`src/rtl/axi_mem_loader.sv`:
```
// AXI4 write-only initiator: buffers a length-tagged byte stream in a FIFO and writes it out as INCR bursts,
// one burst outstanding. Optional macro AXI_LOADER_ABORT_ON_ERR_EN ends the job after the first errored burst.
module axi_mem_loader #(
  parameter int DATA_WIDTH = 8,
  parameter int ADDR_WIDTH = 16,
  parameter int ID_W_WIDTH = 5,
  parameter int WR_ID      = 0,
  parameter int LEN_WIDTH  = 16,
  parameter int MAX_BURST  = 16,
  parameter int FIFO_DEPTH = 16
) (
  input  logic                    clk,
  input  logic                    rst_n,
  input  logic                    start,
  input  logic [ADDR_WIDTH-1:0]   base_addr,
  input  logic [LEN_WIDTH-1:0]    len,
  input  logic                    s_valid,
  input  logic [DATA_WIDTH-1:0]   s_data,
  output logic                    s_ready,
  output logic                    busy,
  output logic                    done,
  output logic                    err,
  output logic [ID_W_WIDTH-1:0]   m_axi_awid,
  output logic [ADDR_WIDTH-1:0]   m_axi_awaddr,
  output logic [7:0]              m_axi_awlen,
  output logic [2:0]              m_axi_awsize,
  output logic [1:0]              m_axi_awburst,
  output logic                    m_axi_awvalid,
  input  logic                    m_axi_awready,
  output logic [DATA_WIDTH-1:0]   m_axi_wdata,
  output logic [DATA_WIDTH/8-1:0] m_axi_wstrb,
  output logic                    m_axi_wlast,
  output logic                    m_axi_wvalid,
  input  logic                    m_axi_wready,
  input  logic [1:0]              m_axi_bresp,
  input  logic                    m_axi_bvalid,
  output logic                    m_axi_bready,
  output logic                    m_axi_arvalid,
  output logic                    m_axi_rready
);

  localparam int PTR_W  = $clog2(FIFO_DEPTH);
  localparam int CNT_W  = PTR_W + 1;
  localparam int BLEN_W = $clog2(MAX_BURST) + 1;

  typedef enum logic [2:0] {S_IDLE, S_WAIT, S_AW, S_W, S_B, S_FIN} state_t;

  state_t                state, state_nxt;
  logic [ADDR_WIDTH-1:0] addr;
  logic [LEN_WIDTH-1:0]  rem;
  logic [LEN_WIDTH-1:0]  need;
  logic [BLEN_W-1:0]     blen;
  logic [BLEN_W-1:0]     beat_cnt;
  logic [12:0]           bnd;
  logic                  start_acc;
  logic                  job_active;
  logic                  last_beat;
  logic                  push, pop, full;

  logic [DATA_WIDTH-1:0] mem [FIFO_DEPTH];
  logic [PTR_W-1:0]      wr_ptr, rd_ptr;
  logic [CNT_W-1:0]      count;

  // Burst length: limited by MAX_BURST, remaining bytes and distance to the next 4 KB page.
  assign bnd = 13'h1000 - {1'b0, addr[11:0]};

  always_comb begin
    blen = BLEN_W'(MAX_BURST);
    if (32'(rem) < 32'(blen)) blen = BLEN_W'(rem);
    if (32'(bnd) < 32'(blen)) blen = BLEN_W'(bnd);
  end

  assign job_active = (state == S_WAIT) || (state == S_AW) || (state == S_W) || (state == S_B);
  assign last_beat  = (beat_cnt == blen - BLEN_W'(1));
  assign full       = (count == CNT_W'(FIFO_DEPTH));
  assign push       = s_valid && s_ready;
  assign pop        = m_axi_wvalid && m_axi_wready;

  assign s_ready       = job_active && !full && (need != '0);
  assign busy          = job_active;
  assign done          = (state == S_FIN);
  assign m_axi_awid    = ID_W_WIDTH'(WR_ID);
  assign m_axi_awaddr  = addr;
  assign m_axi_awlen   = 8'(blen - BLEN_W'(1));
  assign m_axi_awsize  = 3'($clog2(DATA_WIDTH/8));
  assign m_axi_awburst = 2'b01;
  assign m_axi_awvalid = (state == S_AW);
  assign m_axi_wdata   = mem[rd_ptr];
  assign m_axi_wstrb   = '1;
  assign m_axi_wvalid  = (state == S_W) && (count != '0);
  assign m_axi_wlast   = (state == S_W) && last_beat;
  assign m_axi_bready  = (state == S_B);
  assign m_axi_arvalid = 1'b0;
  assign m_axi_rready  = 1'b0;

  always_comb begin
    // NOTE: every signal written here gets a default first, so no path can infer a latch.
    state_nxt = state;
    start_acc = 1'b0;
    case (state)
      S_IDLE: begin
        if (start) begin
          start_acc = 1'b1;
          state_nxt = (len == '0) ? S_FIN : S_WAIT;
        end
      end
      S_WAIT: if (32'(count) >= 32'(blen)) state_nxt = S_AW;
      S_AW:   if (m_axi_awready) state_nxt = S_W;
      S_W:    if (pop && last_beat) state_nxt = S_B;
      S_B: begin
        if (m_axi_bvalid) begin
          if (rem == LEN_WIDTH'(blen)) state_nxt = S_FIN;
`ifdef AXI_LOADER_ABORT_ON_ERR_EN
          else if (m_axi_bresp != 2'b00) state_nxt = S_FIN;
`endif
          else state_nxt = S_WAIT;
        end
      end
      S_FIN:   state_nxt = S_IDLE;
      default: state_nxt = S_IDLE;
    endcase
  end

  // NOTE: sequential state uses non-blocking assignments so every register samples pre-edge values.
  always_ff @(posedge clk or negedge rst_n) begin
    if (!rst_n) begin
      state    <= S_IDLE;
      addr     <= '0;
      rem      <= '0;
      need     <= '0;
      err      <= 1'b0;
      beat_cnt <= '0;
    end else begin
      state <= state_nxt;
      if (start_acc) begin
        addr <= base_addr;
        rem  <= len;
        need <= len;
        err  <= 1'b0;
      end else begin
        if (push) need <= need - LEN_WIDTH'(1);
        if (state == S_B && m_axi_bvalid) begin
          addr <= addr + ADDR_WIDTH'(blen);
          rem  <= rem - LEN_WIDTH'(blen);
          if (m_axi_bresp != 2'b00) err <= 1'b1;
        end
      end
      if (state == S_AW)  beat_cnt <= '0;
      else if (pop)       beat_cnt <= beat_cnt + BLEN_W'(1);
    end
  end

  // A new job flushes any bytes left behind by an aborted one.
  always_ff @(posedge clk or negedge rst_n) begin
    if (!rst_n) begin
      wr_ptr <= '0;
      rd_ptr <= '0;
      count  <= '0;
    end else if (start_acc) begin
      wr_ptr <= '0;
      rd_ptr <= '0;
      count  <= '0;
    end else begin
      if (push) wr_ptr <= wr_ptr + PTR_W'(1);
      if (pop)  rd_ptr <= rd_ptr + PTR_W'(1);
      case ({push, pop})
        2'b10:   count <= count + CNT_W'(1);
        2'b01:   count <= count - CNT_W'(1);
        default: count <= count;
      endcase
    end
  end

  // NOTE: the storage array is not reset; the pointers and count alone define which entries are valid.
  always_ff @(posedge clk) begin
    if (push) mem[wr_ptr] <= s_data;
  end

endmodule

```
`config.mk`:
```
export PLATFORM = sky130hd
export DESIGN_NAME = axi_mem_loader
export DESIGN_NICKNAME = d
export VERILOG_FILES = /design/src/rtl/axi_mem_loader.sv
export SDC_FILE = /design/constraint.sdc
export NUM_CORES = 1
export LEC_CHECK = 0
export BUFFER_PORTS_ARGS = -buffer_cell sky130_fd_sc_hd__buf_4
export CAP_MARGIN = 20
export CELL_PAD_IN_SITES_DETAIL_PLACEMENT = 2
export CELL_PAD_IN_SITES_GLOBAL_PLACEMENT = 2
export CORE_ASPECT_RATIO = 1.5
export CORE_UTILIZATION = 37
export DETAILED_ROUTE_END_ITERATION = 10
export HOLD_SLACK_MARGIN = 0.02
export PLACE_DENSITY = 0.88
export SLEW_MARGIN = 15
export SYNTH_ARGS = -nofsm -noshare
export SYNTH_HDL_FRONTEND = slang
export SYNTH_SLANG_ARGS = --single-unit
```
`constraint.sdc`:
```
create_clock -name clk -period 5.9 [get_ports clk]
set_clock_uncertainty 0.15 [all_clocks]
set_input_delay 1.18 -clock clk [delete_from_list [all_inputs] [get_ports clk]]
set_output_delay 1.18 -clock clk [all_outputs]
set_load 0.005 [all_outputs]
```
==> impl_results.md <==
- GPL Wtd Cong: 0.877
- Worst setup margin: -0.484 ns
- TritonCTS clock tree: built
- Top post-synthesis cells by count: 128 x edfxtp_1, 80 x nand2_1, 70 x dfrtp_1
- Clock-pin slew on the worst setup and hold paths: 0.07 ns
- Setup TNS: -0.613 ns
- Syn Inst Count: 801
- I/O pin cnt: 102
- Initial core utilization: 0.376
- Tmin final: 6.38 ns
- Post-route ant nets: 0
- Ant diodes: 0
- Final setup viols: 4
- # port buffers: 88
- Area grow syn2layout: 21.9%
- Min-delay worst type: reg2reg
- Lkg Pwr: 4.63 nW
- Largest fanout on the critical path: 6
- Top cell type's share of synthesized area: 0.384
- Final WL: 34.8 mm
- CTS H-tree lvls: 4
- Most numerous cell in the Yosys netlist: edfxtp_1
- TritonCTS buffer count: 17
- First-pass GRT wire length: 50.9 mm
- CP required: 4.57 ns
- Clk sinks: 198
- Fin. max-slew vios: 0
- CP Class: reg2out
- Via count: 7,453
- Core area: 26,600 um2
- Worst-Skew Late Latency: 0.45 ns
- Drt drc: 0
- RR Startpoint: rem[12]
- Via density: 5.85
- Layout cells sized above 1: 0.275
- WHS: 0.370 ns
- Die span in y: 203 um
- TritonRoute pass-1 iters: 5
- Top cells by area, synth: edfxtp_1 38%, dfrtp_1 18%, mux4_2 9.0%
- Die W: 136 um
- Cell area power density: 482 nW/um2
- Overall power: 0.00588 W
- Failing checks: setup timing
- Unique cell type count in the Yosys netlist: 60
- R2R Setup Slk: -0.09 ns
- Hold Violations, Final: 0
- Startpoint types: flip-flop
- Vias in the first global route: 8,284
- Fin nets: 1,005
- Routed WL per cell: 27.3 um
- Yosys warning count: 0
- FF+latch count, synth: 198
- Setup crit end: m_axi_wlast
- CP Capture Type: primary output
- Worst slew pin tran: 0.956 ns
- Worst Setup SP: rem[12]
- Fmax: 157 MHz
- Fraction of registers with async set/reset: 0.354
- Grt ovf: 0
- Leading area contributor after synthesis: edfxtp_1
- Slew headroom: 0.363
- Worst vdd ir: 0.221 mV
- Root Driver: clkbuf_16
- Synth Area per Inst: 12.5 um2
- Max Cap Violations: 0
- Post-detail-place hpwl: 23.1 mm
- Post-synth EDFFs: 128
- Synth Flop Type: edfxtp_1
- Fin crit share: 1.08
- Mapped Area: 10,000 um2
- Row count: 73
- Post-synthesis sequential area ratio: 0.559
- Initial antenna violation count: 0
- Die area: 27,700 um2
- Worst R2R End: rem[14]
- Status: finished, violations left
- # hold bufs at CTS: 0
- Number of DRC markers in iteration 0: 449
- Crit path DAT: 5.05 ns
- Largest net degree at the start of global routing: 71
- Max Buffers Root-to-Sink: 2
- GR Util All Layers: 0.254
- Unrepaired setup endpoints after global routing: true
- Reg2reg path depth: 23
==> cells by family (layout without fill, tap and decap cells) <==
logic type,count (synthesis),count (layout),synth area share
simple gates,257,257,0.129
flops,198,198,0.559
compound gates,147,147,0.0979
buf+inv,72,198,0.0328
xor+xnor,48,48,0.0435
mux,45,45,0.0950
fa+ha+maj,32,32,0.0420
other cells,2,13,0.000751
==> final cells by class <==
cell class                      count  area [um2]
Multi-Input combinational cell    542        4350
Clock inverter                     14         223
Inverter                           25        93.8
Tap cell                          337         422
Fill cell                        2653       14400
Timing Repair Buffer              141        1090
Clock buffer                       18         429
Sequential cell                   198        5600
==> cells in the final DEF (no fill, tap or decap), drive strengths merged, types with 4 or more instances in the layout <==
cell type,n
o311ai,9
o211ai,16
a221o,4
nand4,10
dfrtp,70
nand2,80
o21ai,33
mux4,40
a31oi,9
and3,6
ha,28
or4,10
conb,13
buf,141
a21o,10
xor2,24
clkinv,4
nand2b,4
nor2,55
bufinv,5
a211oi,5
and2,25
mux2i,5
or3,6
inv,28
nor2b,4
edfxtp,128
nor4,9
xnor2,23
o31ai,7
a21oi,34
nor3,20
nand3,17
clkbuf,18
==> power by group <==
part | switching, W | internal, W
sequential | 0.000382 | 0.00175
clock | 0.000548 | 0.000758
combinational | 0.00132 | 0.00112
==> worst min path at each step <==
| stage | startpoint | to | slack (ns) | cells after the start |
|---|---|---|---|---|
| final | m_axi_awaddr[15] | m_axi_awaddr[15] | 0.37 | 1 |
| after global routing | m_axi_awaddr[15] | m_axi_awaddr[15] | 0.40 | 1 |
| after CTS | m_axi_awaddr[15] | m_axi_awaddr[15] | 0.37 | 1 |
| after detailed placement | m_axi_awaddr[15] | m_axi_awaddr[15] | 0.35 | 1 |
| after global placement | m_axi_awaddr[15] | m_axi_awaddr[15] | 0.35 | 1 |
| after floorplan | need[0] | need[0] | 0.33 | 1 |
==> state kept, by name, indices dropped and copies added (netlist names) <==
name and cells:
count 5, need 16, err 1, state 3
rd_ptr 4, mem 128, beat_cnt 5, rem 16
wr_ptr 4, m_axi_awaddr 16
==> what timing repair did <==
action,in CTS,in global routing
cloned,0,0
pin swaps,11,3
setup buffers,5,6
setup endpoints to repair,3,11
resized for setup,25,18
==> metal layers <==
layer / track usage / share of wire / up-vias
li1: - / - / 3244
met1: 0.272 / 0.36 / 3886
met2: 0.490 / 0.57 / 251
met3: 0.0333 / 0.028 / 72
met4: 0.0992 / 0.041 / 0
met5: 0 / 0 / -
==> critical path: stages, from the launching register on <==
cell and delay, ns:
dfrtp_1 0.40, or4_4 0.56, nor4_4 0.21, buf_4 0.17
buf_8 0.12, nand2_2 0.10, ha_4 0.20, a21oi_4 0.15
o21ai_2 0.07, a211o_1 0.27, or4_4 0.47, nor2_4 0.16
buf_6 0.13, o21a_4 0.14, ha_4 0.15, nand2_2 0.06
nor2_2 0.13, xnor2_2 0.14, xor2_1 0.17, nand3_1 0.12
a22oi_2 0.15, o2111ai_2 0.19, nor2_1 0.18, buf_4 0.13
==> metrics by stage <==
| stage | worst slack [ns] | std cells | util | area [um2] |
|---|---|---|---|---|
| final | -0.484 | 1275 | 0.459 | 12200 |
| after global routing | -0.669 | 1275 | 0.459 | 12200 |
| after CTS | -0.374 | 1269 | 0.453 | 12100 |
| after detailed placement | -0.213 | 1232 | 0.423 | 11200 |
| after global placement | -0.0459 | 1232 | 0.423 | 11200 |
| after floorplan | 0.0917 | 812 | - | 10100 |
No activity file was read; power rests on OpenSTA's default activity.
